$ cat src/rtl/timer_pkg.sv
// Shared FSM state type, mode encodings and default sizes for the timeout counter.
// Imported by the interface, the prescaler and the counter top.
package timer_pkg;

    typedef enum logic [1:0] {
        IDLE = 2'd0,
        RUN  = 2'd1,
        DONE = 2'd2
    } timer_state_t;

    localparam logic MODE_PERIODIC = 1'b0;
    localparam logic MODE_ONESHOT  = 1'b1;

    localparam int DEFAULT_WIDTH      = 8;
    localparam int DEFAULT_PRESCALE_W = 4;

    // Magnitude compare so that a limit lowered below the current value
    // still terminates immediately instead of waiting for a wrap.
    function automatic logic is_terminal(input logic [31:0] value, input logic [31:0] limit);
        return value >= limit;
    endfunction

endpackage

$ cat src/rtl/prog_timeout_counter_if.sv
// Control/status bundle of the programmable timeout counter.
// The prescale field exists only when TIMER_PRESCALE_EN is defined.
interface prog_timeout_counter_if
    import timer_pkg::*;
#(
    parameter int WIDTH      = DEFAULT_WIDTH,
    parameter int PRESCALE_W = DEFAULT_PRESCALE_W
);

    logic             count;
    logic             clear;
    logic             start;
    logic             mode;
    logic [WIDTH-1:0] limit;
`ifdef TIMER_PRESCALE_EN
    logic [PRESCALE_W-1:0] prescale;
`endif
    logic             timeout;
    logic [WIDTH-1:0] value;
    logic             done;

`ifdef TIMER_PRESCALE_EN
    modport master (
        output count, clear, start, mode, limit, prescale,
        input  timeout, value, done
    );
    modport slave (
        input  count, clear, start, mode, limit, prescale,
        output timeout, value, done
    );
`else
    modport master (
        output count, clear, start, mode, limit,
        input  timeout, value, done
    );
    modport slave (
        input  count, clear, start, mode, limit,
        output timeout, value, done
    );
`endif

endinterface

$ cat src/rtl/timer_prescaler.sv
// Count-enable divider: tick fires on every (ratio+1)-th enabled cycle.
// Only compiled and used when TIMER_PRESCALE_EN is defined.
`ifdef TIMER_PRESCALE_EN
module timer_prescaler
    import timer_pkg::*;
#(
    parameter int PRESCALE_W = DEFAULT_PRESCALE_W
) (
    input  logic                  clk,
    input  logic                  reset,
    input  logic                  en,
    input  logic                  clr,
    input  logic [PRESCALE_W-1:0] ratio,
    output logic                  tick
);

    logic [PRESCALE_W-1:0] cnt_reg;

    // >= keeps a ratio lowered mid-count from forcing a full wrap.
    assign tick = en && (cnt_reg >= ratio);

    always_ff @(posedge clk or negedge reset) begin
        if (!reset) begin
            cnt_reg <= '0;
        end else if (clr || tick) begin
            cnt_reg <= '0;
        end else if (en) begin
            cnt_reg <= cnt_reg + 1'b1;
        end
    end

endmodule
`endif

$ cat src/rtl/prog_timeout_counter.sv
// Programmable timeout counter: periodic or one-shot, terminal value = limit.
// Optional count-enable prescaler selected by the TIMER_PRESCALE_EN macro.
module prog_timeout_counter
    import timer_pkg::*;
#(
    parameter int WIDTH      = DEFAULT_WIDTH,
    parameter int PRESCALE_W = DEFAULT_PRESCALE_W
) (
    input  logic                  clk,
    input  logic                  reset,
    prog_timeout_counter_if.slave bus
);

    timer_state_t     state_reg;
    logic [WIDTH-1:0] value_reg;
    logic             timeout_reg;
    logic             done_reg;

    logic tick;
    logic arm;
    logic terminal;

    // start is only honoured outside RUN; a start during RUN never restarts.
    assign arm      = bus.start && (state_reg != RUN);
    assign terminal = tick && (state_reg == RUN)
                      && is_terminal(32'(value_reg), 32'(bus.limit));

`ifdef TIMER_PRESCALE_EN
    logic prescale_en;
    logic prescale_clr;

    assign prescale_en  = bus.count && (state_reg == RUN);
    assign prescale_clr = bus.clear || arm || terminal;

    timer_prescaler #(
        .PRESCALE_W (PRESCALE_W)
    ) u_prescaler (
        .clk   (clk),
        .reset (reset),
        .en    (prescale_en),
        .clr   (prescale_clr),
        .ratio (bus.prescale),
        .tick  (tick)
    );
`else
    assign tick = bus.count;
`endif

    always_ff @(posedge clk or negedge reset) begin
        if (!reset) begin
            state_reg   <= IDLE;
            value_reg   <= '0;
            timeout_reg <= 1'b0;
            done_reg    <= 1'b0;
        end else if (bus.clear) begin
            state_reg   <= IDLE;
            value_reg   <= '0;
            timeout_reg <= 1'b0;
            done_reg    <= 1'b0;
        end else begin
            unique case (state_reg)
                IDLE: begin
                    value_reg   <= '0;
                    timeout_reg <= 1'b0;
                    done_reg    <= 1'b0;
                    if (arm) begin
                        state_reg <= RUN;
                    end
                end
                RUN: begin
                    done_reg <= 1'b0;
                    if (terminal) begin
                        value_reg   <= '0;
                        timeout_reg <= 1'b1;
                        if (bus.mode == MODE_ONESHOT) begin
                            state_reg <= DONE;
                            done_reg  <= 1'b1;
                        end
                    end else begin
                        timeout_reg <= 1'b0;
                        if (tick) begin
                            value_reg <= value_reg + 1'b1;
                        end
                    end
                end
                DONE: begin
                    value_reg   <= '0;
                    timeout_reg <= 1'b0;
                    if (arm) begin
                        state_reg <= RUN;
                        done_reg  <= 1'b0;
                    end else begin
                        done_reg <= 1'b1;
                    end
                end
                default: begin
                    state_reg   <= IDLE;
                    value_reg   <= '0;
                    timeout_reg <= 1'b0;
                    done_reg    <= 1'b0;
                end
            endcase
        end
    end

    assign bus.value   = value_reg;
    assign bus.timeout = timeout_reg;
    assign bus.done    = done_reg;

endmodule

$ cat src/flat_wrapper.sv
// flat-port wrapper written by rule: the top's interface ports become plain ports
module prog_timeout_counter_flat import timer_pkg::*;
#(
    parameter int WIDTH      = DEFAULT_WIDTH,
    parameter int PRESCALE_W = DEFAULT_PRESCALE_W
)
  (clk, reset, bus_count, bus_clear, bus_start, bus_mode, bus_limit, bus_timeout, bus_value, bus_done);
  prog_timeout_counter_if #(.WIDTH(WIDTH), .PRESCALE_W(PRESCALE_W)) bus_i ();
  input  logic clk;
  input  logic reset;
  input wire logic [$bits(bus_i.count)-1:0] bus_count;
  input wire logic [$bits(bus_i.clear)-1:0] bus_clear;
  input wire logic [$bits(bus_i.start)-1:0] bus_start;
  input wire logic [$bits(bus_i.mode)-1:0] bus_mode;
  input wire logic [$bits(bus_i.limit)-1:0] bus_limit;
  output wire logic [$bits(bus_i.timeout)-1:0] bus_timeout;
  output wire logic [$bits(bus_i.value)-1:0] bus_value;
  output wire logic [$bits(bus_i.done)-1:0] bus_done;
  assign bus_i.count = bus_count;
  assign bus_i.clear = bus_clear;
  assign bus_i.start = bus_start;
  assign bus_i.mode = bus_mode;
  assign bus_i.limit = bus_limit;
  assign bus_timeout = bus_i.timeout;
  assign bus_value = bus_i.value;
  assign bus_done = bus_i.done;
  prog_timeout_counter #(.WIDTH(WIDTH), .PRESCALE_W(PRESCALE_W)) u_core (.clk(clk), .reset(reset), .bus(bus_i));
endmodule
$ cat config.mk
export PLATFORM = sky130hd
export DESIGN_NAME = prog_timeout_counter_flat
export DESIGN_NICKNAME = d
export VERILOG_FILES = /design/src/rtl/timer_pkg.sv /design/src/rtl/prog_timeout_counter_if.sv /design/src/rtl/timer_prescaler.sv /design/src/rtl/prog_timeout_counter.sv /design/src/flat_wrapper.sv
export SDC_FILE = /design/constraint.sdc
export NUM_CORES = 1
export LEC_CHECK = 0
export ABC_CLOCK_PERIOD_IN_PS = 3030
export CORE_MARGIN = 2
export CORE_UTILIZATION = 65
export CTS_CLUSTER_DIAMETER = 60
export DETAILED_ROUTE_END_ITERATION = 12
export DONT_BUFFER_PORTS = 1
export GPL_TIMING_DRIVEN = 0
export HOLD_SLACK_MARGIN = 0.03
export PLACE_DENSITY_LB_ADDON = 0.08
export REMOVE_ABC_BUFFERS = 1
export SLEW_MARGIN = 30
export SYNTH_ARGS = -nofsm -noshare
export SYNTH_HDL_FRONTEND = slang
export SYNTH_SLANG_ARGS = --single-unit
$ cat constraint.sdc
create_clock -name clk -period 3.03 [get_ports clk]
set_input_delay 0.606 -clock clk [delete_from_list [all_inputs] [get_ports clk]]
set_output_delay 0.606 -clock clk [all_outputs]
set_load 0.005 [all_outputs]
; ---- Word-level counts from Yosys, hierarchy flattened
; Cells that the tools add are included.
; Widths: inputs -> output; s select.
[totals]
output_inout_bits = 10
inputBits = 14
ff_bits = 12
[classes]
n_eq_ne = 7
n_reduce_logical = 6
n_addsub = 1
order_cmp = 1
n_mux = 17
[op_table]
columns = cell, count
row1 = $mux 8, 4
row2 = $add 8x1->8 const B, 1
row3 = $ge 8x8->1, 1
row4 = $mux 2, 4
row5 = $mux 1, 7
row6 = $ne 4x3->1 const B, 1
row7 = $pmux 2 s2, 1
row8 = $logic_and 1x1->1, 3
row9 = $ne 3x1->1 const B, 1
row10 = $ne 3x2->1 const B, 1
row11 = $ne 3x3->1 const B, 1
row12 = $reduce_and 3->1, 1
row13 = $eq 2x1->1 const B, 1
row14 = $eq 2x2->1 const B, 1
row15 = $logic_not 2->1, 1
row16 = $ne 2x1->1 const B, 1
row17 = $pmux 1 s2, 1
row18 = $reduce_or 2->1, 1

; ---- Logic depth before layout (Yosys ltp)
; Gate-level depths: netlist (run 1).
[logic_depth]
depth_word = 6
depth_mapped = 7
mapped_depth_nobuf = 7

; ---- Worst setup path after synthesis (run 1)
; No wires, ideal clock.
[synth_timing]
path_type = input-to-reg
from = input bus_limit[0]
to = register u_core.value_reg[4] (netlist: u_core.bus.value[4])
stages = 6
arrival_time_ns = 1.985
setup_slack_ns = 0.973
path_cell_list = ha_1 -> nand2b_4 -> a2111oi_4 -> o41ai_4 -> a211o_2 -> nor2_1
[synth_between]
elab_chain_len = 5
[synth_rtl]
columns = element, line_no
row1 = from (decl), flat_wrapper.sv:15  ; input wire logic [$bits(bus_i.limit)-1:0] bus_limit;
row2 = $ge 8x8->1 *, timer_pkg.sv:20  ; return value >= limit;
row3 = $logic_and 1x1->1 *, prog_timeout_counter.sv:26  ; && is_terminal(32'(value_reg), 32'(bus.limit));
row4 = $mux 8, prog_timeout_counter.sv:72  ; if (terminal) begin
row5 = $mux 8, prog_timeout_counter.sv:61  ; unique case (state_reg)
row6 = $mux 8, prog_timeout_counter.sv:55  ; end else if (bus.clear) begin
row7 = to (signal assigned), prog_timeout_counter.sv:82  ; value_reg <= value_reg + 1'b1;
row8 = to (decl), prog_timeout_counter.sv:15  ; logic [WIDTH-1:0] value_reg;
; Every way passes the cells marked *; elsewhere a longest branch is shown, timed or not.
; A chain may end at the register's enable or synchronous reset.

; ---- Worst setup path in the final report (run 1)
[layout_timing]
from = register u_core.value_reg[0] (netlist: u_core.bus.value[0])
to = register u_core.value_reg[4] (netlist: u_core.bus.value[4])
[layout_between]
elab_chain_len = 5
[layout_rtl]
columns = element, line_no
row1 = $add 8x1->8 / $ge 8x8->1 (equally long branches), "prog_timeout_counter.sv:82, timer_pkg.sv:20"
row2 = $mux 8 / $logic_and 1x1->1 (equally long branches), "prog_timeout_counter.sv:81, prog_timeout_counter.sv:26"
row3 = $mux 8, prog_timeout_counter.sv:72
row4 = $mux 8, prog_timeout_counter.sv:61
row5 = $mux 8, prog_timeout_counter.sv:55
; Several ways; a longest one is shown, not always the timed one. The select of a mux whose other input is x is not followed.

==> flow_metrics.env, run 1 <==
export IMPL_diodes=0
export IMPL_outcome="finished, final reports clean"
export IMPL_clkPwrFrac_pct=27.0
export IMPL_grt_pass1_wl_mm=2.60
export IMPL_synth_area_sq_um=908
export IMPL_slew_viol_final=0
export IMPL_wl_per_cell_um=14.4
export IMPL_fin_setup_tns_ps=0
export IMPL_worstSetupStartpointType="flip-flop"
export IMPL_p_sw_mw=0.171
export IMPL_cts_tree="built"
export IMPL_pwr_share_seq_pct=38.4
export IMPL_dp_slack_ps=822
export IMPL_ir_drop_uv=413
export IMPL_fp_dieW_um=41.4
export IMPL_synthArstFlopShare_pct=100
export IMPL_area_delta_synth_final_pct=6.75
export IMPL_crit_fanout=8
export IMPL_synth_edff_count=0
export IMPL_cts_buffers=3
export IMPL_clk_latency_ps=280
export IMPL_postPlaceCellArea_sq_um=923
export IMPL_layout_nets=129
export IMPL_num_io_pins=24
export IMPL_synth_top_flop_cell="dfrtp_1"
export IMPL_cts_sinks=12
export IMPL_crit_required_ps=3240
export IMPL_synth_cell_type_count=29
export IMPL_synth_seq_cells=12
export IMPL_setup_viol=0
export IMPL_grt_max_degree=14
export IMPL_intPower_mw=0.309
export IMPL_rows=13
export IMPL_crit_type="reg -> reg"
export IMPL_post_route_period_util_pct=69.6
export IMPL_maxCapViolations=0
export IMPL_h_tree_depth=1
export IMPL_drive_gt1_share_pct=10.9
export IMPL_hpwl_mm=1.31
export IMPL_num_vias=700
export IMPL_min_period_ps=2110
export IMPL_initial_core_util_pct=69.8
export IMPL_worst_slack_ps=923
export IMPL_drt_iter0_markers=22
export IMPL_antenna_left=0
export IMPL_hold_class="in -> reg"
export IMPL_p_per_area_nw_per_um2=495
export IMPL_drc=0
export IMPL_post_route_cell_area_sq_um=970
export IMPL_tightest_slew_ps=535
export IMPL_ys_warnings_count=0
export IMPL_timing_fmax_ghz=0.475
export IMPL_gp_congestion=0.737
export IMPL_largest_register_ffs=8
export IMPL_grt_overflow_total=0
export IMPL_core_area_sq_um=1300
export IMPL_combPwrFrac_pct=34.6
export IMPL_syn_area_per_cell_sq_um=9.36
export IMPL_drt_total_wl_mm=1.67
export IMPL_grt_antenna_before_repair=0
export IMPL_grt_pass1_vias=612
export IMPL_worst_setup_path_end_kind="flip-flop"
export IMPL_cts_root_buffer="clkbuf_4"
export IMPL_port_buffers=0
export IMPL_clk_pin_slew_ps=80
export IMPL_switching_share_pct=35.7
export IMPL_grt_use_total_pct=24.6
export IMPL_die_area_sq_um=1710
export IMPL_synth_cells=97
export IMPL_vias_per_cell=6.03
export IMPL_ys_seq_area_share_pct=33.1
export IMPL_clk_path_buf_depth=2
export IMPL_hold_viol_final=0
export IMPL_cp_data_arrival_time_ps=2320
export IMPL_rsz0062_at_grt="no"
export IMPL_p_leak_nw=0.483
export IMPL_post_cts_buffers=0
export IMPL_clock_skew_ps=2.92
export IMPL_max_slew_margin_pct=64.2
export IMPL_die_h_um=41.4
export IMPL_dr_pass1_iters=4
==> cell families (layout without fill, tap and decap cells) <==
logic type	count (synthesis)	in the layout	share of synthesized area [%]
AO/OA/AOI/OAI	21	21	21.9
AND/OR/NAND/NOR	33	33	16.9
XOR/XNOR	5	5	4.82
adder cells (fa/ha/maj)	13	13	17.9
flip-flops	12	12	33.1
buffers and inverters	13	17	5.37
==> layer usage <==
| layer | track usage, % | wire length [um] |
|---|---|---|
| met4 | 9.68 | 40 |
| met3 | 10.6 | 181 |
| met1 | 29.5 | 685 |
| met2 | 38.7 | 764 |
| met5 | 0 | 0 |
==> per-stage QoR <==
step	cells	hold slack (ps)	total power, mW	utilization (%)
after floorplan	96	310	0.310	-
after global placement	111	311	0.333	71.0
after detailed placement	111	311	0.347	71.0
after CTS	116	366	0.483	74.5
after global routing	116	364	0.511	74.5
final	116	378	0.480	74.5
==> final cells by class <==
cell class | instances | area (sq um)
timing repair buffer | 1 | 10.0
inverter | 12 | 45.0
tap | 15 | 18.8
multi-input combinational | 72 | 559
clock buffer | 4 | 36.3
sequential | 12 | 300
fill | 98 | 332
==> path summary, 6_finish.rpt <==
path | startpoint | cells past startpoint | slack (ps) | end
setup / recovery | u_core.bus.value[0]$_DFFE_PN0P_ | 7 | 920 | u_core.bus.value[4]$_DFFE_PN0P_
hold / removal | bus_clear | 1 | 380 | u_core.bus.timeout$_DFF_PN0_
setup reg to reg | u_core.bus.value[0]$_DFFE_PN0P_ | 7 | 920 | u_core.bus.value[4]$_DFFE_PN0P_
hold reg to reg | u_core.bus.value[7]$_DFFE_PN0P_ | 2 | 600 | u_core.bus.value[7]$_DFFE_PN0P_
max in group asynchronous | reset | 1 | 1940 | u_core.bus.value[0]$_DFFE_PN0P_
min in group asynchronous | reset | 1 | 740 | u_core.bus.value[3]$_DFFE_PN0P_
==> power groups by stage <==
| stage | clock network, mW | registers, mW | logic (mW) |
|---|---|---|---|
| after global placement | 0 | 0.187 | 0.146 |
| after global routing | 0.140 | 0.187 | 0.184 |
| final | 0.130 | 0.184 | 0.166 |
| after floorplan | 0 | 0.185 | 0.125 |
| after detailed placement | 0 | 0.188 | 0.159 |
| after CTS | 0.134 | 0.184 | 0.164 |
==> critical path: stages (launching register included) <==
cell and delay [ps]:
dfrtp_1 410, inv_1 90, ha_1 290, nand2b_4 150, a2111oi_4 400, o41ai_4 150, a211o_2 410, nor2_1 140
==> cell usage after synthesis, drive strengths merged, types with 2 or more instances <==
library cell	count	area, sq um
nand2b	4	32.5
o21a	2	15.0
ha	13	163
nand2	10	37.5
a21oi	6	30.0
inv	12	45.0
xor2	3	26.3
dfrtp	12	300
nor2	12	45.0
nand3	4	20.0
xnor2	2	17.5
==> placed cells by master (no fill, tap or decap), drive strengths merged, types with 2 or more instances in the layout <==
| cell | netlist | final |
|---|---|---|
| a21oi | 6 | 6 |
| clkbuf | 1 | 4 |
| dfrtp | 12 | 12 |
| ha | 13 | 13 |
| inv | 12 | 12 |
| nand2 | 10 | 10 |
| nand2b | 4 | 4 |
| nand3 | 4 | 4 |
| nor2 | 12 | 12 |
| o21a | 2 | 2 |
| xnor2 | 2 | 2 |
| xor2 | 3 | 3 |
==> timing repair <==
action / 4_1_cts / 5_1_grt
hold endpoints to repair: 12 / 0
hold buffers: 1 / 0
gates resized for setup: 0 / 0
No activity file was read; power rests on OpenSTA's default activity.
==> inputs of run 2 (changes only) <==
Settings changed: ABC_CLOCK_PERIOD_IN_PS 3030 to 1900, CORE_UTILIZATION 65 to 55.
Clock period 3.03 ns to 1.9 ns, I/O delays scaled along.
==> run 2 against run 1 <==
Against the previous run: the flow now finishes with violations (negative setup slack); flip-flop and latch count is the same; cell count grew 11%; routed wire length grew 9.4%; hold slack lost 220 ps; first-iteration DRC count shrank 73%; register-to-register slack lost 1100 ps; sequential share of layout area shrank 4.5 points; clock skew grew 1.6 ps; critical path depth grew 1; die area grew 16%; sequential power grew 61%.
==> flow_metrics.env, run 2 (same netlist as run 1, synthesis figures left out) <==
export IMPL_rsz0062_at_grt="yes"
export IMPL_largest_register_ffs=8
export IMPL_fin_setup_tns_ps=-1040
export IMPL_p_per_area_nw_per_um2=719
export IMPL_setup_viol=11
export IMPL_grt_antenna_before_repair=0
export IMPL_wl_per_cell_um=14.2
export IMPL_clk_path_buf_depth=2
export IMPL_vias_per_cell=5.78
export IMPL_rows=14
export IMPL_ir_drop_uv=572
export IMPL_cp_data_arrival_time_ps=2260
export IMPL_outcome="complete, but fails checks"
export IMPL_min_period_ps=2050
export IMPL_drt_total_wl_mm=1.83
export IMPL_crit_fanout=5
export IMPL_worst_setup_path_end_kind="flip-flop"
export IMPL_post_route_period_util_pct=108
export IMPL_multiInputGateArea_sq_um=624
export IMPL_area_delta_synth_final_pct=25.3
export IMPL_die_h_um=44.6
export IMPL_die_area_sq_um=1990
export IMPL_antenna_left=0
export IMPL_violations="negative setup slack"
export IMPL_p_leak_nw=0.539
export IMPL_clock_skew_ps=4.54
export IMPL_port_buffers=0
export IMPL_drive_gt1_share_pct=31.0
export IMPL_hold_viol_final=0
export IMPL_timing_fmax_ghz=0.488
export IMPL_worst_slack_ps=-151
export IMPL_max_slew_margin_pct=62.9
export IMPL_slew_viol_final=0
export IMPL_cts_tree="built"
export IMPL_drt_iter0_markers=6
export IMPL_cts_sinks=12
export IMPL_fin_hold_ws_ps=157
export IMPL_crit_required_ps=2110
export IMPL_dr_pass1_iters=4
export IMPL_hold_class="in -> reg"
export IMPL_core_area_sq_um=1520
export IMPL_n_fill_cell=102
export IMPL_num_vias=745
export IMPL_h_tree_depth=1
export IMPL_drc=0
export IMPL_clk_latency_ps=270
export IMPL_dp_cells=112
export IMPL_grt_pass1_wl_mm=3.26
export IMPL_grt_use_total_pct=22.9
export IMPL_final_cell_mix="inv_1 (11), ha_1 (11), dfrtp_1 (11)"
export IMPL_grt_pass1_vias=800
export IMPL_cts_buffers=3
export IMPL_fp_dieW_um=44.6
export IMPL_diodes=0
export IMPL_clk_pin_slew_ps=80
export IMPL_initial_core_util_pct=59.6
export IMPL_layout_nets=141
export IMPL_tightest_slew_ps=555
export IMPL_cts_root_buffer="clkbuf_4"
export IMPL_grt_overflow_total=0
export IMPL_gp_congestion=0.761
export IMPL_crit_type="reg -> reg"
export IMPL_worstSetupStartpointType="flip-flop"
export IMPL_num_io_pins=24
export IMPL_grt_max_degree=14
export IMPL_regArea_sq_um=302
export IMPL_maxCapViolations=0
export IMPL_hpwl_mm=1.30
export IMPL_fin_cells=129
-- run 2: cell types whose count changed in the layout (fill, tap and decap cells not counted), moves of 2 or more --
cell / delta
nor2_1: -4
buf_6: +3
nor2_2: +3
ha_4: +2
buf_4: +9
ha_1: -2
-- run 2: critical path, cell delays in order, from the launching register on --
cell,delay (ps)
dfrtp_1,440
inv_2,100
ha_4,190
nand2b_4,140
a2111oi_4,340
o41ai_4,150
buf_4,160
a211o_4,360
nor2_1,90
-- run 2: final timing paths --
kind,from,end,slack (ps),cells past startpoint
hold / removal,bus_clear,u_core.bus.timeout$_DFF_PN0_,160,1
min in group asynchronous,reset,u_core.bus.done$_DFF_PN0_,530,1
setup reg to reg,u_core.bus.value[0]$_DFFE_PN0P_,u_core.bus.value[3]$_DFFE_PN0P_,-150,8
setup / recovery,u_core.bus.value[0]$_DFFE_PN0P_,u_core.bus.value[3]$_DFFE_PN0P_,-150,8
max in group asynchronous,reset,u_core.bus.value[1]$_DFFE_PN0P_,980,1
hold reg to reg,u_core.bus.value[7]$_DFFE_PN0P_,u_core.bus.value[7]$_DFFE_PN0P_,620,2
-- run 2: per-stage QoR --
stage	power [mW]	util [%]	setup slack, ps	area (sq um)
after CTS	0.815	73.7	-130	1120
after floorplan	0.495	-	-27.3	905
after global placement	0.535	60.7	-170	925
final	0.818	74.7	-151	1140
after detailed placement	0.542	60.7	-175	925
after global routing	0.876	74.7	-218	1140
-- run 2: final cells by class --
class                           instances  area share [%]
Timing Repair Buffer                   13            9.78
Inverter                               12            3.96
Multi-Input combinational cell         72            54.8
Tap cell                               16            1.76
Sequential cell                        12            26.5
Clock buffer                            4            3.19
-- run 2: routing by layer --
metal	part of all wire (%)	track usage, %	vias up
li1	-	-	370
met1	44	28.7	347
met2	50	37.7	22
met3	4.0	2.86	6
met4	2.3	12.7	0
met5	0	0	-
-- run 2: report_power, final --
part	total, mW	internal, mW	switching, mW
clock network	0.204	0.116	0.0877
logic	0.317	0.143	0.175
registers	0.297	0.277	0.0198
total	0.818	0.536	0.282
-- run 2: repair_timing --
item,4_1_cts,5_1_grt
pin swaps,16,4
endpoints found under the hold margin,12,0
hold buffers,1,0
gates resized for setup,13,4
cloned,0,0
buffers inserted,15,0
setup endpoints to repair,9,12
==> inputs of run 3 (changes only) <==
Settings changed: PLACE_DENSITY_LB_ADDON 0.08 to 0.3.
==> run 3 against run 2 <==
Against the previous run: the flow still finishes with violations (negative setup slack); combinational power down 4%; flip-flop and latch count unchanged; via count up 4.0%; maximum frequency up 2.6%; design area down 3.3%; global-route usage down 0.41 points; hold slack about the same; count of clock-buffer cells in the layout unchanged.
==> flow_metrics.env, run 3 (same netlist as run 1, synthesis figures left out) <==
export IMPL_cts_tree="built"
export IMPL_grt_pass1_vias=804
export IMPL_dr_pass1_iters=5
export IMPL_rows=14
export IMPL_fin_setup_tns_ps=-553
export IMPL_max_slew_margin_pct=63.6
export IMPL_hold_depth=1
export IMPL_rr_worst_depth=8
export IMPL_tightest_slew_ps=544
export IMPL_initial_core_util_pct=59.6
export IMPL_regToRegSetupSlack_ps=-100
export IMPL_outcome="complete, but fails checks"
export IMPL_cts_sinks=12
export IMPL_crit_type="reg -> reg"
export IMPL_crit_fanout=5
export IMPL_fin_hold_ws_ps=157
export IMPL_num_vias=775
export IMPL_fp_dieW_um=44.6
export IMPL_crit_required_ps=2120
export IMPL_largest_register_ffs=8
export IMPL_hpwl_mm=1.37
export IMPL_h_tree_depth=1
export IMPL_post_route_period_util_pct=105
export IMPL_cp_slowest_cell="dfrtp_2"
export IMPL_drt_total_wl_mm=1.94
export IMPL_grt_pass1_wl_mm=3.20
export IMPL_wl_per_cell_um=15.2
export IMPL_worst_slack_ps=-98.3
export IMPL_antenna_left=0
export IMPL_diodes=0
export IMPL_violations="negative setup slack"
export IMPL_ir_drop_uv=575
export IMPL_rr_endpoint="u_core.bus.value[5]$_DFFE_PN0P_"
export IMPL_die_h_um=44.6
export IMPL_final_util_pct=72.2
export IMPL_port_buffers=0
export IMPL_die_area_sq_um=1990
export IMPL_hold_class="in -> reg"
export IMPL_clk_path_buf_depth=2
export IMPL_worstReg2RegStart="u_core.bus.value[0]$_DFFE_PN0P_"
export IMPL_setup_viol=7
export IMPL_clock_skew_ps=2.45
export IMPL_layout_nets=139
export IMPL_grt_max_degree=14
export IMPL_worst_setup_path_end_kind="flip-flop"
export IMPL_final_cell_mix="inv_1 (11), nor2_1 (11), ha_1 (10), buf_4 (10), nand2_1 (9)"
export IMPL_p_per_area_nw_per_um2=737
export IMPL_cts_buffers=3
export IMPL_clk_pin_slew_ps=80
export IMPL_cp_data_arrival_time_ps=2210
export IMPL_num_io_pins=24
export IMPL_drc=0
export IMPL_area_delta_synth_final_pct=21.2
export IMPL_rsz0062_at_grt="yes"
export IMPL_worstSetupStartpointType="flip-flop"
export IMPL_core_area_sq_um=1520
export IMPL_drt_iter0_markers=7
export IMPL_crit_path_cell_trace="inv_2 > ha_4 > nand2b_4 > a2111oi_4 > o41ai_4 > buf_4 > a211o_2 > nor2_1"
export IMPL_maxCapViolations=0
export IMPL_drive_gt1_share_pct=29.7
export IMPL_hold_viol_final=0
export IMPL_p_leak_nw=0.521
export IMPL_grt_antenna_before_repair=0
export IMPL_timing_fmax_ghz=0.500
export IMPL_vias_per_cell=6.10
export IMPL_cts_root_buffer="clkbuf_4"
export IMPL_slew_viol_final=0
export IMPL_min_period_ps=2000
export IMPL_min_from="bus_clear"
export IMPL_gp_congestion=0.765
export IMPL_grt_use_total_pct=22.4
export IMPL_grt_overflow_total=0
export IMPL_cpPeakStageDelay_ps=440
export IMPL_clk_latency_ps=280
export IMPL_holdPathEnd="u_core.bus.timeout$_DFF_PN0_"
export IMPL_n_fill_cell=120
## run 3: worst max path at each step
stage | start | to | cells after the start
floorplan | u_core.bus.value[0]$_DFFE_PN0P_ | u_core.bus.value[4]$_DFFE_PN0P_ | 7
global placement | u_core.bus.value[0]$_DFFE_PN0P_ | u_core.bus.value[6]$_DFFE_PN0P_ | 7
detailed placement | u_core.bus.value[0]$_DFFE_PN0P_ | u_core.bus.value[5]$_DFFE_PN0P_ | 7
CTS | u_core.bus.value[2]$_DFFE_PN0P_ | u_core.state_reg[0]$_DFFE_PN0P_ | 6
global route | u_core.bus.value[0]$_DFFE_PN0P_ | u_core.bus.value[5]$_DFFE_PN0P_ | 8
finish | u_core.bus.value[0]$_DFFE_PN0P_ | u_core.bus.value[5]$_DFFE_PN0P_ | 8
## run 3: power by group
| group | switching, mW | internal [mW] |
|---|---|---|
| Clock | 0.0954 | 0.117 |
| Combinational | 0.173 | 0.131 |
| Sequential | 0.0179 | 0.277 |
## run 3: per-stage QoR
stage	setup slack [ps]	area (sq um)	std cells	total power, mW
after detailed placement	-196	925	112	0.548
after floorplan	-27.3	905	96	0.495
after CTS	-152	1070	127	0.800
final	-98.3	1100	127	0.812
after global routing	-183	1100	127	0.848
after global placement	-167	925	112	0.531
## run 3: cell type report
cell class	count	area [sq um]	share of cell area (%)
repair buffers	11	85.1	7.73
well taps	16	20.0	1.82
flip-flops and latches	12	307	27.8
multi-input cells	72	608	55.2
inverters	12	45.0	4.09
clock buffers	4	36.3	3.30
## run 3: layer usage
metal / wire length [um] / vias to the layer above / global-route usage, %
li1: - / 365 / -
met1: 730 / 377 / 22.5
met2: 1050 / 29 / 41.7
met3: 126 / 4 / 5.71
met4: 33 / 0 / 11.5
met5: 0 / - / 0
## run 3: worst max-delay path: cells and delay by family (launching register included)
kind,cells,cell delay [ps]
AND/OR/NAND/NOR,2,240
AO/OA/AOI/OAI,3,800
adder cells (fa/ha/maj),1,190
flip-flops,1,440
buffers and inverters,2,250
## run 3: repair_timing
action / CTS / global route
endpoints found under the hold margin: 12 / 0
hold buffers: 1 / 0
setup endpoints to repair: 9 / 11
resized for setup: 6 / 6
pin swaps: 12 / 6
buffers inserted: 10 / 1
